$ cat config.mk
export PLATFORM = sky130hd
export DESIGN_NAME = elevator_call_panel
export DESIGN_NICKNAME = d
export VERILOG_FILES = /design/src/rtl/elevator_pkg.sv /design/src/rtl/call_button_debouncer.sv /design/src/rtl/elevator_call_panel.sv
export SDC_FILE = /design/constraint.sdc
export NUM_CORES = 1
export LEC_CHECK = 0
export CAP_MARGIN = 20
export CORE_UTILIZATION = 60
export DETAILED_ROUTE_END_ITERATION = 6
export GPL_TIMING_DRIVEN = 0
export PLACE_DENSITY = 0.8
export SKIP_LAST_GASP = 1
export SYNTH_ARGS = -nofsm -noshare
export SYNTH_HDL_FRONTEND = slang
export SYNTH_HIERARCHICAL = 1
export SYNTH_SLANG_ARGS = --single-unit
$ cat constraint.sdc
create_clock -name clk -period 4.4 [get_ports clk]
set_input_delay 1.1 -clock clk [delete_from_list [all_inputs] [get_ports clk]]
set_output_delay 1.1 -clock clk [all_outputs]
set_load 0.005 [all_outputs]
$ cat src/rtl/elevator_pkg.sv
// Shared elevator definitions: floor encodings and door FSM state encoding.
// Used by the call panel and by the floor controller.
package elevator_pkg;

    localparam int FLOOR_W = 2;

    localparam logic [FLOOR_W-1:0] GROUND_FLOOR = 2'b00;
    localparam logic [FLOOR_W-1:0] FIRST_FLOOR  = 2'b01;
    localparam logic [FLOOR_W-1:0] SECOND_FLOOR = 2'b10;
    localparam logic [FLOOR_W-1:0] THIRD_FLOOR  = 2'b11;

    typedef enum logic [1:0] {
        IDLE   = 2'b00,
        HOLD   = 2'b01,
        RETIRE = 2'b10
    } door_state_t;

endpackage

$ cat src/rtl/call_button_debouncer.sv
// One floor button: 2-flop synchroniser, debounce counter and press-event
// edge detect. press_evt is a registered one-cycle pulse on an accepted
// 0->1 change of the debounced level.
module call_button_debouncer #(
    parameter int DEBOUNCE_CYCLES = 4
) (
    input  logic clk,
    input  logic rst,
    input  logic button_in,
    output logic press_evt
);

    localparam int CNT_W = $clog2(DEBOUNCE_CYCLES + 1);

    logic             sync1;
    logic             sync2;
    logic             level;
    logic [CNT_W-1:0] cnt;

    // Synchronise the raw button, then count consecutive samples that disagree with the accepted level
    always_ff @(posedge clk or negedge rst) begin
        if (!rst) begin
            sync1     <= 1'b0;
            sync2     <= 1'b0;
            level     <= 1'b0;
            cnt       <= '0;
            press_evt <= 1'b0;
        end else begin
            sync1     <= button_in;
            sync2     <= sync1;
            press_evt <= 1'b0;
            if (sync2 == level) begin
                cnt <= '0;
            end else if (cnt == CNT_W'(DEBOUNCE_CYCLES - 1)) begin
                level     <= sync2;
                cnt       <= '0;
                press_evt <= sync2;
            end else begin
                cnt <= cnt + CNT_W'(1);
            end
        end
    end

endmodule

$ cat src/rtl/elevator_call_panel.sv
// Elevator call panel: debounced floor buttons feed a latched request
// register; a door FSM retires a request once the door has been held open
// at that floor. Optional build macro: CALL_PANEL_CANCEL_EN (a press on a
// pending floor other than the one being held cancels that request).
module elevator_call_panel
    import elevator_pkg::*;
#(
    parameter int NUM_FLOORS       = 4,
    parameter int DEBOUNCE_CYCLES  = 4,
    parameter int DOOR_HOLD_CYCLES = 8
) (
    input  logic                  clk,
    input  logic                  rst,
    input  logic [NUM_FLOORS-1:0] button_in,
    input  logic [FLOOR_W-1:0]    current_floor,
    input  logic                  door_open,
    output logic [NUM_FLOORS-1:0] floor_request,
    output logic                  request_pending,
    output logic                  serviced_pulse,
    output logic [FLOOR_W-1:0]    serviced_floor
);

    localparam int HOLD_W = $clog2(DOOR_HOLD_CYCLES + 1);

    logic [NUM_FLOORS-1:0] press_evt;
    logic [NUM_FLOORS-1:0] request_nxt;
    door_state_t           state;
    logic [FLOOR_W-1:0]    latched_floor;
    logic [HOLD_W-1:0]     hold_cnt;

    genvar g;
    generate
        for (g = 0; g < NUM_FLOORS; g++) begin : g_button
            call_button_debouncer #(
                .DEBOUNCE_CYCLES(DEBOUNCE_CYCLES)
            ) u_debouncer (
                .clk      (clk),
                .rst      (rst),
                .button_in(button_in[g]),
                .press_evt(press_evt[g])
            );
        end
    endgenerate

    // Next request vector: presses set idle floors; retire clears the latched floor and beats a same-floor press
    always_comb begin
        request_nxt = floor_request;
        for (int unsigned f = 0; f < NUM_FLOORS; f++) begin
            if (press_evt[f]) begin
                if (!floor_request[f]) begin
                    request_nxt[f] = 1'b1;
                end
`ifdef CALL_PANEL_CANCEL_EN
                else if (!(state == HOLD && latched_floor == FLOOR_W'(f))) begin
                    request_nxt[f] = 1'b0;
                end
`endif
            end
        end
        if (state == RETIRE) begin
            request_nxt[latched_floor] = 1'b0;
        end
    end

    // Door FSM with the request register and all registered outputs
    always_ff @(posedge clk or negedge rst) begin
        if (!rst) begin
            state           <= IDLE;
            latched_floor   <= GROUND_FLOOR;
            hold_cnt        <= '0;
            floor_request   <= '0;
            request_pending <= 1'b0;
            serviced_pulse  <= 1'b0;
            serviced_floor  <= GROUND_FLOOR;
        end else begin
            floor_request   <= request_nxt;
            request_pending <= |request_nxt;
            serviced_pulse  <= 1'b0;
            case (state)
                IDLE: begin
                    // A request cancelled on this same edge is not worth holding the door for
                    if (door_open && floor_request[current_floor] && request_nxt[current_floor]) begin
                        state         <= HOLD;
                        latched_floor <= current_floor;
                        hold_cnt      <= HOLD_W'(1);
                    end
                end
                HOLD: begin
                    if (door_open && current_floor == latched_floor) begin
                        if (press_evt[latched_floor]) begin
                            hold_cnt <= HOLD_W'(1);
                        end else if (hold_cnt == HOLD_W'(DOOR_HOLD_CYCLES - 1)) begin
                            state    <= RETIRE;
                            hold_cnt <= '0;
                        end else begin
                            hold_cnt <= hold_cnt + HOLD_W'(1);
                        end
                    end else begin
                        state    <= IDLE;
                        hold_cnt <= '0;
                    end
                end
                RETIRE: begin
                    serviced_pulse <= 1'b1;
                    serviced_floor <= latched_floor;
                    state          <= IDLE;
                end
                default: begin
                    state <= IDLE;
                end
            endcase
        end
    end

endmodule

# Word level (Yosys, flattened, before mapping)
# Index checks and enable logic that the tools add are counted.
# word_totals
inputBits	9
memories	0
rom_bits	0
regBits	44
ram_bits	0
output_inout_bits	8
latch_bits	0
# classes
n_eq_ne	15
shift	0
div_mod_pow	0
n_lt_le_gt_ge	3
reduce_logical	14
mux	40
add_sub_neg	5
mul	0
n_bitwise	6
# op_table
op	count
$mux 3	8
$mux 4	5
$mux 1	17
$add 3x1->3 const B	4
$eq 3x2->1 const B	4
$reduce_and 2->1	6
$mux 2	4
$pmux 4 s2	1
$bmux 1 s2	3
$lt 2x3->1 const B	2
$ne 3x3->1 const B	2
$add 4x1->4 const B	1
$and 4x4->4	1
$eq 1x1->1	4
$eq 4x3->1 const B	1
$logic_and 1x1->1	4
$not 1->1	4
$not 4->4	1
$pmux 2 s2	1
$reduce_or 4->1	1
$reduce_and 3->1	1
$demux 1 s2	1
$eq 2x1->1 const B	1
$eq 2x2->1	1
other kinds (5)	5

# Depth between registers and ports, before layout
# depth
ltp_word	12
mapped_depth	5
depth_no_buf	5

# Cells and area by module
# Netlist, hierarchy kept.
# modules_own_cells
mod	seq_area_each_um2	area_per_inst_um2	instances	cells_per_inst
call_button_debouncer	175.2	256.5	4	15
elevator_call_panel	400.4	770.7	1	67

# Worst setup path after synthesis
# Ideal clock, no wire load.
# synth_path
path_kind	input port to flip-flop
start	in current_floor[0]
end	reg latched_floor[1]
path_buffers	0
path_slack_ns	2.244
arrival_time_ns	2.031
required_ns	4.275
cell_stages	3
setup_time_ns	0.125
cell_sequence	mux4_2 nand2_1 mux2_2
# synth_via
elab_chain_len	5
word_cells_on_any_way	7
# synth_rtl
element	line_no	text
start, declared	elevator_call_panel.sv:15	input logic [FLOOR_W-1:0] current_floor,
$bmux 1 s2	elevator_call_panel.sv:82	if (door_open && floor_request[current_floor] && request_nxt[current_floor]) begin
$mux 1 (not written as such)	elevator_call_panel.sv:82	
$logic_and 1x1->1	elevator_call_panel.sv:82	
$logic_and 1x1->1 (*)	elevator_call_panel.sv:82	
$reduce_and 2->1 (no source line) (*)	n/a	
end signal, assigned	elevator_call_panel.sv:84	latched_floor <= current_floor;
end, declared	elevator_call_panel.sv:28	logic [FLOOR_W-1:0] latched_floor;
# Every way passes the cells marked *; elsewhere a longest branch is shown, timed or not. The select of a mux whose other input is x is not followed.
# A chain may end at the register's enable or synchronous reset.

# Final worst setup path
# layout_path
start	in current_floor[0]
end	reg hold_cnt[2]
# layout_via
elab_chain_len	6
word_cells_on_any_way	12
# layout_rtl
element	line_no	text
$bmux 1 s2	elevator_call_panel.sv:82	
$mux 1 (not written as such)	elevator_call_panel.sv:82	
$logic_and 1x1->1 (2 in series)	elevator_call_panel.sv:82	
$ne 2x2->1 (no source line)	n/a	
$reduce_and 2->1 (no source line)	n/a	
end signal, assigned	elevator_call_panel.sv:96	hold_cnt <= hold_cnt + HOLD_W'(1);
end, declared	elevator_call_panel.sv:29	logic [HOLD_W-1:0] hold_cnt;
# Parallel ways exist; a longest one is shown, timed or not. The select of a mux whose other input is x is not followed.

==> results.cfg <==
[run_status]
status = finished, violations left
violations = design-rule violations

[yosys]
synth_fp_nets = 141
synth_warnings = 6
syn-cell-area_um2 = 1800
async_flop_share_pct = 100
synth_ff_type = dfrtp_1
avgSynthCellArea_um2 = 14.1
synth_top_area_cell = dfrtp_1
synth_top_area_share_pct = 61.3
synth_common_cells = dfrtp_1 (44), nand2_1 (9), mux2_2 (6), xnor2_1 (6)
synth_edf_count = 0
synth_seq_cells = 44
yosysMostFrequentCell = dfrtp_1
synthCells = 127
synth.distinct_cells = 32
ys_seq_area_share_pct = 61.3
synth.area.top_cells = dfrtp_1 (61%), mux2_2 (3.8%), ha_1 (3.5%)

[clock_tree]
clock-root-buffer = clkbuf_4
ctsResizeCount = 0
clk_transition_reported_paths_ns = 0.12
cts_tree = yes
clock_path_buffers = 2
hold_buffers = 0
clock_sinks = 44
cts_setup_buffers = 0
h-tree-depth = 2
clock_latency_ns = 0.35
cts-buffers-inserted = 5

[final_layout]
layout-drive-gt1-share_pct = 21.9
fillCellCount = 198
layout.nets = 164
antennaDiodeCount = 0
utilization_pct = 73.1
syn_to_final_growth_pct = 14.2

[sta]
relSlewSlack_pct = 37.8
skew_ns = 0.0121
period_share_pct = 55.0
rsz0062_at_grt = no
drv_slew = 0
finalWorstSetupSlack_ns = 1.98
setup_viol = 0
fmax_ghz = 0.413
final.setup.tns_ns = 0
fin_crit_ns = 2.42
whs_ns = 0.363
hold_viol = 0
worst_pin_slew_ns = 0.933

[floorplanning]
initial_core_util_pct = 64.0
die_x_um = 56.7
core_um2 = 2810
die_h_um = 56.7
die_area_um2 = 3220
num_io_pins = 17
num_rows = 19

[pwr]
comb_power_share_pct = 31.2
vdd_drop_max_v = 0.000320
p_leak_nw = 0.962
p_sw_share_pct = 30.3
finalPower_mw = 1.10
clockPowerShare_pct = 18.1
powerDensity_nw_per_um2 = 537
p_sw_mw = 0.334
power_frac_seq_pct = 50.7
p_int_mw = 0.768

[worst_setup_path]
crit_required_ns = 4.70
critical_path_arrival_ns = 2.72
slowest_stage = clkdlybuf4s50_1
worstSetupEndpointType = flip-flop
cpPeakStageDelay_ns = 0.53
reg2reg_slack_ns = 2.79
crit_chain = clkdlybuf4s50_1 -> mux4_2 -> a21oi_1 -> o21bai_1 -> a21o_1
cp_top_family = compound AO/OA/AOI/OAI gates
crit_path_start_kind = primary input
crit_buf_inv = 1
worstSetupPathDepth = 5
reg2reg_depth = 5
critical_path_class = primary input to flip-flop
crit_path_max_fanout = 3

[detailed_routing]
drtPass1Iterations = 6
wire_per_inst_um = 14.3
drc = 6
vias = 1028
wirelength_um = 2590
ant_nets = 0
via_per_inst = 5.65
first_iter_violations = 36

[global_routing]
grt-ovfl-total = 0
grt_pass1_wl_um = 4430
track_usage_pct = 18.9
grt_pass1_vias = 1060
grt_max_degree = 45
antenna_found_initial = 0

[min_path]
hp-class = flip-flop to flip-flop
whs_path_depth = 0

[place]
io_buffers = 16
post-place-ws_ns = 1.60
hpwlAfterDp_um = 1940
gp_congestion = 0.766

[flow_run]
cap_violations = 0
state kept, by name, indices dropped and copies added, names as in the netlist:
signal / flops
g_button.u_debouncer/cnt: 12
floor_request: 4
g_button.u_debouncer/level: 4
g_button.u_debouncer/press_evt: 4
g_button.u_debouncer/sync1: 4
g_button.u_debouncer/sync2: 4
hold_cnt: 4
latched_floor: 2
serviced_floor: 2
state: 2
request_pending: 1
serviced_pulse: 1
final cells by class:
type | count | area, µm² | area share [%]
Buffer | 2 | 15.0 | 0.732
Clock inverter | 2 | 10.0 | 0.488
Tap cell | 31 | 38.8 | 1.89
Multi-Input combinational cell | 78 | 669 | 32.6
Inverter | 3 | 11.3 | 0.549
Clock buffer | 6 | 51.3 | 2.50
Sequential cell | 44 | 1100 | 53.7
Timing Repair Buffer | 16 | 155 | 7.56
cell usage in the layout (no fill, tap or decap), drive strengths merged, types with 3 or more instances in the layout:
master / n
a21oi: 4
and3b: 5
clkbuf: 7
clkdlybuf4s50: 15
dfrtp: 44
ha: 5
inv: 3
mux2: 6
nand2: 9
nor2: 5
nor2b: 5
nor3: 4
nor3b: 10
xnor2: 6
layer usage:
layer,GRT usage (%),vias to the layer above,wire (µm)
met1,22.1,509,1120
li1,-,493,-
met5,0,-,0
met2,32.3,21,1340
met4,8.57,0,43
met3,5.07,5,93
power groups by stage:
stage | Clock [mW] | Combinational (mW) | Sequential [mW]
2_1_floorplan | 0 | 0.249 | 0.554
3_3_place_gp | 0 | 0.331 | 0.561
3_5_place_dp | 0 | 0.351 | 0.569
4_1_cts | 0.206 | 0.351 | 0.560
5_1_grt | 0.218 | 0.380 | 0.571
6_report | 0.199 | 0.344 | 0.559
logic make-up after synthesis:
| logic type | synth area share, % |
|---|---|
| adder cells (fa/ha/maj) | 3.48 |
| AND/OR/NAND/NOR | 19.2 |
| XOR/XNOR | 2.92 |
| buffers and inverters | 1.46 |
| multiplexers | 6.27 |
| AO/OA/AOI/OAI | 5.43 |
| flip-flops | 61.3 |
metrics by stage:
step	area (µm²)	cells
5_1_grt	2050	182
3_5_place_dp	1990	174
6_report	2050	182
2_1_floorplan	1800	127
3_3_place_gp	2000	174
4_1_cts	2050	182
path summary, 6_finish.rpt:
path                                                from                             to
min                        g_button[0].u_debouncer/sync1  g_button[0].u_debouncer/sync2
min in group asynchronous                            rst               latched_floor[0]
min reg2reg                g_button[0].u_debouncer/sync1  g_button[0].u_debouncer/sync2
max                                     current_floor[0]                    hold_cnt[2]
max in group asynchronous                            rst  g_button[1].u_debouncer/level
max reg2reg                             latched_floor[0]                    hold_cnt[2]
Power figures use the tool's default switching activity.
